==> src/rtl/ramdac_pkg.sv <==
// Shared encodings for the framebuffer write arbiter: FSM states and grant identities.
package ramdac_pkg;

    // Arbiter sweep state: idle, or a clear sweep in progress.
    typedef enum logic {
        ARBITER_IDLE  = 1'b0,
        ARBITER_CLEAR = 1'b1
    } arbiter_state_t;

    // Which requester owns the RAM write port in the current cycle.
    typedef enum logic {
        GRANT_HOST  = 1'b0,
        GRANT_CLEAR = 1'b1
    } grant_t;

endpackage

==> src/rtl/framebuffer_write_arbiter_round_robin.sv <==
// Two-requester round-robin grant for the framebuffer write port.
// The last-grant register only moves on contended cycles, so an uncontended
// stream from one side never costs the other side its turn.
module round_robin_arbiter_2
    import ramdac_pkg::*;
(
    input  logic   clock,
    input  logic   reset,
    input  logic   host_request,
    input  logic   clear_request,
    output logic   grant_valid,
    output grant_t grant
);

    grant_t last_grant;

    // Pick the sole requester, or the one that did not win the previous contention.
    always_comb begin
        grant_valid = host_request | clear_request;
        if (host_request && clear_request) begin
            grant = (last_grant == GRANT_CLEAR) ? GRANT_HOST : GRANT_CLEAR;
        end else if (host_request) begin
            grant = GRANT_HOST;
        end else begin
            grant = GRANT_CLEAR;
        end
    end

    // Remember the winner of each contended cycle; reset favours the host next time.
    always_ff @(posedge clock) begin
        if (reset) begin
            last_grant <= GRANT_CLEAR;
        end else if (host_request && clear_request) begin
            last_grant <= grant;
        end
    end

endmodule

==> src/rtl/framebuffer_write_arbiter.sv <==
// Framebuffer RAM write-port owner: shares the port between the host pixel
// stream and an internal clear engine that fills a linear address range.
// Build option: define ROUND_ROBIN_EN for alternating grants on contention;
// otherwise the host has fixed priority and a held host stalls the sweep.
module framebuffer_write_arbiter
    import ramdac_pkg::*;
#(
    parameter int DATA_WIDTH         = 12,
    parameter int ADDRESS_SIZE       = 13,
    parameter int CLEAR_LAST_ADDRESS = 2**ADDRESS_SIZE-1
) (
    input  logic                    clock,
    input  logic                    reset,
    input  logic                    host_valid,
    output logic                    host_ready,
    input  logic [ADDRESS_SIZE-1:0] host_address,
    input  logic [DATA_WIDTH-1:0]   host_data,
    input  logic                    clear_start,
    input  logic [DATA_WIDTH-1:0]   clear_color,
    output logic                    clear_busy,
    output logic                    clear_done,
    output logic                    ram_write_enable,
    output logic [ADDRESS_SIZE-1:0] ram_write_address,
    output logic [DATA_WIDTH-1:0]   ram_write_data
);

    localparam logic [ADDRESS_SIZE-1:0] LAST_ADDRESS = ADDRESS_SIZE'(CLEAR_LAST_ADDRESS);

    arbiter_state_t          state;
    logic [ADDRESS_SIZE-1:0] clear_counter;
    logic [DATA_WIDTH-1:0]   clear_latched_color;
    logic                    clear_request;
    logic                    grant_valid;
    grant_t                  grant_who;
    logic                    clear_grant;

    assign clear_request = (state == ARBITER_CLEAR);

`ifdef ROUND_ROBIN_EN
    round_robin_arbiter_2 u_arbiter (
        .clock         (clock),
        .reset         (reset),
        .host_request  (host_valid),
        .clear_request (clear_request),
        .grant_valid   (grant_valid),
        .grant         (grant_who)
    );
`else
    // Fixed priority: the host always wins, the sweep only advances in host gaps.
    always_comb begin
        grant_valid = host_valid | clear_request;
        grant_who   = host_valid ? GRANT_HOST : GRANT_CLEAR;
    end
`endif

    assign clear_grant = grant_valid && (grant_who == GRANT_CLEAR);
    assign host_ready  = grant_valid && (grant_who == GRANT_HOST);
    assign clear_busy  = clear_request;

    // Sweep FSM, counter, colour latch and the registered RAM write port.
    always_ff @(posedge clock) begin
        if (reset) begin
            state               <= ARBITER_IDLE;
            clear_counter       <= '0;
            clear_latched_color <= '0;
            clear_done          <= 1'b0;
            ram_write_enable    <= 1'b0;
            ram_write_address   <= '0;
            ram_write_data      <= '0;
        end else begin
            ram_write_enable <= grant_valid;
            clear_done       <= 1'b0;
            if (grant_valid) begin
                if (grant_who == GRANT_HOST) begin
                    ram_write_address <= host_address;
                    ram_write_data    <= host_data;
                end else begin
                    ram_write_address <= clear_counter;
                    ram_write_data    <= clear_latched_color;
                end
            end
            case (state)
                ARBITER_IDLE: begin
                    if (clear_start) begin
                        state               <= ARBITER_CLEAR;
                        clear_counter       <= '0;
                        clear_latched_color <= clear_color;
                    end
                end
                ARBITER_CLEAR: begin
                    if (clear_grant) begin
                        if (clear_counter == LAST_ADDRESS) begin
                            state      <= ARBITER_IDLE;
                            clear_done <= 1'b1;
                        end else begin
                            clear_counter <= clear_counter + 1'b1;
                        end
                    end
                end
                default: state <= ARBITER_IDLE;
            endcase
        end
    end

endmodule
==> config.mk <==
export PLATFORM = sky130hd
export DESIGN_NAME = framebuffer_write_arbiter
export DESIGN_NICKNAME = d
export VERILOG_FILES = /design/src/rtl/ramdac_pkg.sv /design/src/rtl/framebuffer_write_arbiter_round_robin.sv /design/src/rtl/framebuffer_write_arbiter.sv
export SDC_FILE = /design/constraint.sdc
export NUM_CORES = 1
export LEC_CHECK = 0
export ABC_AREA = 1
export ABC_CLOCK_PERIOD_IN_PS = 2430
export BUFFER_PORTS_ARGS = -buffer_cell sky130_fd_sc_hd__buf_4
export CORE_UTILIZATION = 40
export DETAILED_ROUTE_END_ITERATION = 16
export GPL_ROUTABILITY_DRIVEN = 0
export GPL_TIMING_DRIVEN = 0
export HOLD_SLACK_MARGIN = 0.05
export SYNTH_ARGS = -nofsm -noshare
export SYNTH_HDL_FRONTEND = slang
export SYNTH_SLANG_ARGS = --single-unit
==> constraint.sdc <==
create_clock -name clock -period 2.43 [get_ports clock]
set_input_delay 0.486 -clock clock [delete_from_list [all_inputs] [get_ports clock]]
set_output_delay 0.486 -clock clock [all_outputs]
set_load 0.02 [all_outputs]
After elaboration in Yosys (flattened, before gate mapping)
Index checks and enable logic that the tools add are counted.
Widths: inputs -> output; s select.

storage, ports and cells
  bits in registers = 53
  word-level logic and storage cells = 32

cells by class
  add/subtract/negate cells = 1
  eq/ne operators = 4
  mux-type cells = 12
  bitwise logic cells = 3
  reductions and logical operators = 5

operators with widths
  cell                   number
  $mux 13                4
  $pmux 13 s2            1
  $add 13x1->13 const B  1
  $eq 13x13->1 const B   1
  $mux 12                1
  $mux 1                 5
  $ne 2x2->1 const B     2
  $reduce_and 3->1       1
  $reduce_or 3->1        1
  $logic_and 1x1->1      2
  $ne 2x1->1 const B     1
  $not 1->1              2
  $pmux 1 s2             1
  $reduce_and 2->1       1
  $or 1x1->1             1

Depth between registers and ports, before layout
  depth in word-level cells = 4
  depth in mapped cells = 10
  depth with buffers taken out = 10

Least setup slack after synthesis
OpenSTA, ideal clock, no wires.

  path kind = input to register
  from = input port host_valid
  to = register clear_counter[10]
  setup time = 113 ps
  arrival time = 1297 ps
  slack = 1020 ps
  stages on the path = 9
  cell sequence = buf_6 -> inv_2 -> nand2_2 -> clkinv_4 -> nand2_2 -> nand2_2 -> buf_6 -> nor2_1 -> nor2_1

on the way
  longest elaborated chain between the ends = 4

ends and longest elaborated chain
  item                                         line                                                              RTL
  from (decl)                                  framebuffer_write_arbiter.sv:14                                   input logic host_valid,
  $or 1x1->1 / $mux 1 (equally long branches)  framebuffer_write_arbiter.sv:51, framebuffer_write_arbiter.sv:52
  $logic_and 1x1->1 (*)                        framebuffer_write_arbiter.sv:56                                   assign clear_grant = grant_valid && (grant_who == GRANT_CLEAR);
  $ne 2x1->1 (no source line) (*)              --
  $reduce_and 3->1 (no source line) (*)        --
  to (signal assigned)                         framebuffer_write_arbiter.sv:96                                   clear_counter <= clear_counter + 1'b1;
  to (decl)                                    framebuffer_write_arbiter.sv:30                                   logic [ADDRESS_SIZE-1:0] clear_counter;

Mark *: on every way between the ends. The rest lies on a longest branch, timed or not.
A chain may end at the register's enable or synchronous reset.

Worst setup path in the final report
  from = register clear_counter[0]
  to = register clear_counter[3]

on the way
  longest elaborated chain between the ends = 4

ends and longest elaborated chain
  item           line                             RTL
  $add 13x1->13  framebuffer_write_arbiter.sv:96
  $mux 13        framebuffer_write_arbiter.sv:92  if (clear_counter == LAST_ADDRESS) begin
  $mux 13        framebuffer_write_arbiter.sv:91  if (clear_grant) begin
  $pmux 13 s2    framebuffer_write_arbiter.sv:82  case (state)

Parallel ways exist; a longest one is shown, timed or not. The select of a mux whose other input is x is not followed.

==> run metrics <==
hold_sp reset; worst vdd ir approximately 0.26 mV; CTS Hold Bufs 0; Antenna Nets Post-Route 0; chip height 81.1 µm; mux cell area share after synthesis 0%; CTS sink count 53; post-synthesis xor/xnor area fraction 0%; critical path fanouts, max 10; PD cells around 550 nW/µm²; HPWL Detailed approximately 5000 µm; clk_lat worst skew roughly 0.31 ns; min-delay worst type input port to flop; I/O pin total 70; hold depth 2; final worst-path cycle share between 60% and 70%; Vias/cell 4.74; Vias roughly 2,500; CP Class flop to flop; htree depth 2; Synth Net Count 411; #FFs+latches synth 53; final WL 6820 µm; first-pass GRT wire length approximately 11,000 µm; DIE AREA approximately 6600 µm²; FF-to-FF path depth 9; final setup vio count 0; Synth Area in Simple Gates 29.7%; Ys Warns 0; setup bufs post-CTS 0; Initial DRC Count 70; DR DRC count 0; Global Route Usage Sum a little over a fifth; fraction of the mapped netlist area in compound gates 14.8%; GRT overflow 0; Setup TNS Final 0 ns; row cnt 28; CP Capture Type flop; status completed; CTS root buffer clkbuf_8; leakage about 1.6 nW; Mapped Area about 2500 µm²; PortBufs 67; R2R Path End clear_counter[3]$_SDFFE_PP0P_; largest net degree at the start of global routing 16; clock transition at the registers of the reported paths 0.10 ns; vias in the first global route about 2,300; Reg area 1060 µm²; Arr. time, crit path ~1.9 ns; Synth Area in Adders less than 1%; Worst R2R Start clear_counter[0]$_SDFFE_PP0P_; Diodes inserted 0; Slew headroom roughly three fifths; most frequent cells in the layout 107 x nand2_1, 68 x buf_4, 53 x dfxtp_1; share of layout cells above drive strength 1 roughly a fifth; Netlist cell types 26; RSZ-0062 raised after global routing no; initial antenna violation count 0; filler cell count 629; Fin. Hold Viols 0; Core Area about 6000 µm²; Die W between 80 and 90 µm; clock skew between 0.009 and 0.01 ns; # nets final 485; total of max-cap violations 0; max-slew violation count 0; clock tree from TritonCTS built; CTS resizes 0; maximum clock rate 599 MHz; main combinational cell family by area after synthesis simple AND/OR/NAND/NOR gates; Gate Count Post-Synth about 370; utilization after layout 53.1%; Setup crit start kind flop; Syn Area/Cell approximately 6.8 µm²; Num CTS Buffers 5; Area Overhead vs Synth 27.2%; CTS max path bufs 2; Min Clock Period, post-route 1.67 ns; worst path required time roughly 2.6 ns; flop-to-flop setup slack roughly 0.76 ns; share of the yosys chip area belonging to registers approximately 42%; most common cell after layout, fill and taps aside nand2_1; Pre-antenna DRT Iters 4; Routed WL per cell roughly 13 µm; Worst Hold End clear_done$_SDFF_PP0_; worst slew pin tran 0.585 ns; initial core utilization approximately two fifths; area of the multi-input gates ~1100 µm²
## flip-flops by register name, summed over array words and instances (netlist names)
register,flops
ram_write_enable,1
clear_busy,1
clear_counter,13
clear_latched_color,12
clear_done,1
ram_write_data,12
ram_write_address,13
## layout make-up
cell class	count	share of cell area, %
plain buffers	20	3.74
clock buffers	7	2.40
clock inverters	1	0.236
inverters	51	6.18
multi-input cells	245	35.3
flip-flops and latches	53	33.4
well taps	75	2.95
repair buffers	67	15.8
## metrics by stage
stage	worst slack, ns	cells	hold WS [ns]	total power, mW	instance area (µm²)
final	0.760	519	0.339	1.75	3180
after detailed placement	0.748	511	0.440	1.28	3100
after floorplan	1.02	369	0.424	1.14	2500
after global placement	0.755	511	0.434	1.27	3100
after global routing	0.586	519	0.336	1.84	3180
after CTS	0.767	519	0.332	1.77	3180
## synth_stat cells
| cell type | instances | area (µm²) |
|---|---|---|
| a21oi_1 | 22 | 110 |
| a21oi_2 | 1 | 8.76 |
| a22oi_1 | 12 | 90.1 |
| buf_1 | 2 | 7.51 |
| buf_2 | 4 | 20.0 |
| buf_4 | 1 | 7.51 |
| buf_6 | 4 | 45.0 |
| clkbuf_1 | 8 | 30.0 |
| clkinv_4 | 1 | 8.76 |
| dfxtp_1 | 53 | 1060 |
| dlygate4sd1_1 | 1 | 8.76 |
| ha_1 | 1 | 12.5 |
| inv_1 | 48 | 180 |
| inv_2 | 2 | 7.51 |
| nand2_1 | 107 | 402 |
| nand2_2 | 3 | 18.8 |
| nand3_1 | 26 | 130 |
| nand3_2 | 1 | 10.0 |
| nand3b_1 | 1 | 7.51 |
| nand4_1 | 1 | 6.26 |
| nor2_1 | 32 | 120 |
| nor2_2 | 1 | 6.26 |
| nor3_1 | 2 | 10.0 |
| nor3_4 | 1 | 16.3 |
| nor3b_1 | 2 | 15.0 |
| o21ai_0 | 32 | 160 |
## where the power goes
part	switching, mW	total, mW	leakage, nW	internal, mW
Clock	0.287	0.491	0.0385	0.205
Sequential	0.0235	0.939	0.436	0.915
Combinational	0.182	0.317	1.11	0.135
Total	0.492	1.75	1.59	1.25
## cell families after synthesis
| group | Yosys count |
|---|---|
| buffers and inverters | 71 |
| adders and majority gates | 1 |
| and+or+nand+nor | 177 |
| AOI/OAI and AO/OA | 67 |
| DFF | 53 |
## routing by layer
metal  routed length (µm)  track usage (%)  vias to the layer above
met5                    0                0                        -
met4                   55             5.89                        0
met3                  264             3.48                        7
met2                 3070             35.7                       50
met1                 3430             29.9                     1096
li1                     -                -                     1309
## worst max-delay path, cell delays in order (launching register included)
cell     delay [ns]
dfxtp_1        0.41
ha_1           0.23
nand3_2        0.14
nor2_1         0.15
nand2_1        0.12
nand2_2        0.11
nand2_2        0.10
buf_6          0.16
nand2_1        0.06
a21oi_1        0.05
## how the worst max path moves through the flow
stage / from / slack [ns] / to
6_report: clear_counter[0]$_SDFFE_PP0P_ / 0.76 / clear_counter[3]$_SDFFE_PP0P_
5_1_grt: clear_counter[1]$_SDFFE_PP0P_ / 0.59 / clear_counter[4]$_SDFFE_PP0P_
2_1_floorplan: host_valid / 1.02 / clear_counter[10]$_SDFFE_PP0P_
3_3_place_gp: host_valid / 0.75 / clear_counter[6]$_SDFFE_PP0P_
3_5_place_dp: host_valid / 0.75 / clear_counter[3]$_SDFFE_PP0P_
4_1_cts: clear_counter[0]$_SDFFE_PP0P_ / 0.77 / clear_counter[3]$_SDFFE_PP0P_
Power figures use the tool's default switching activity.
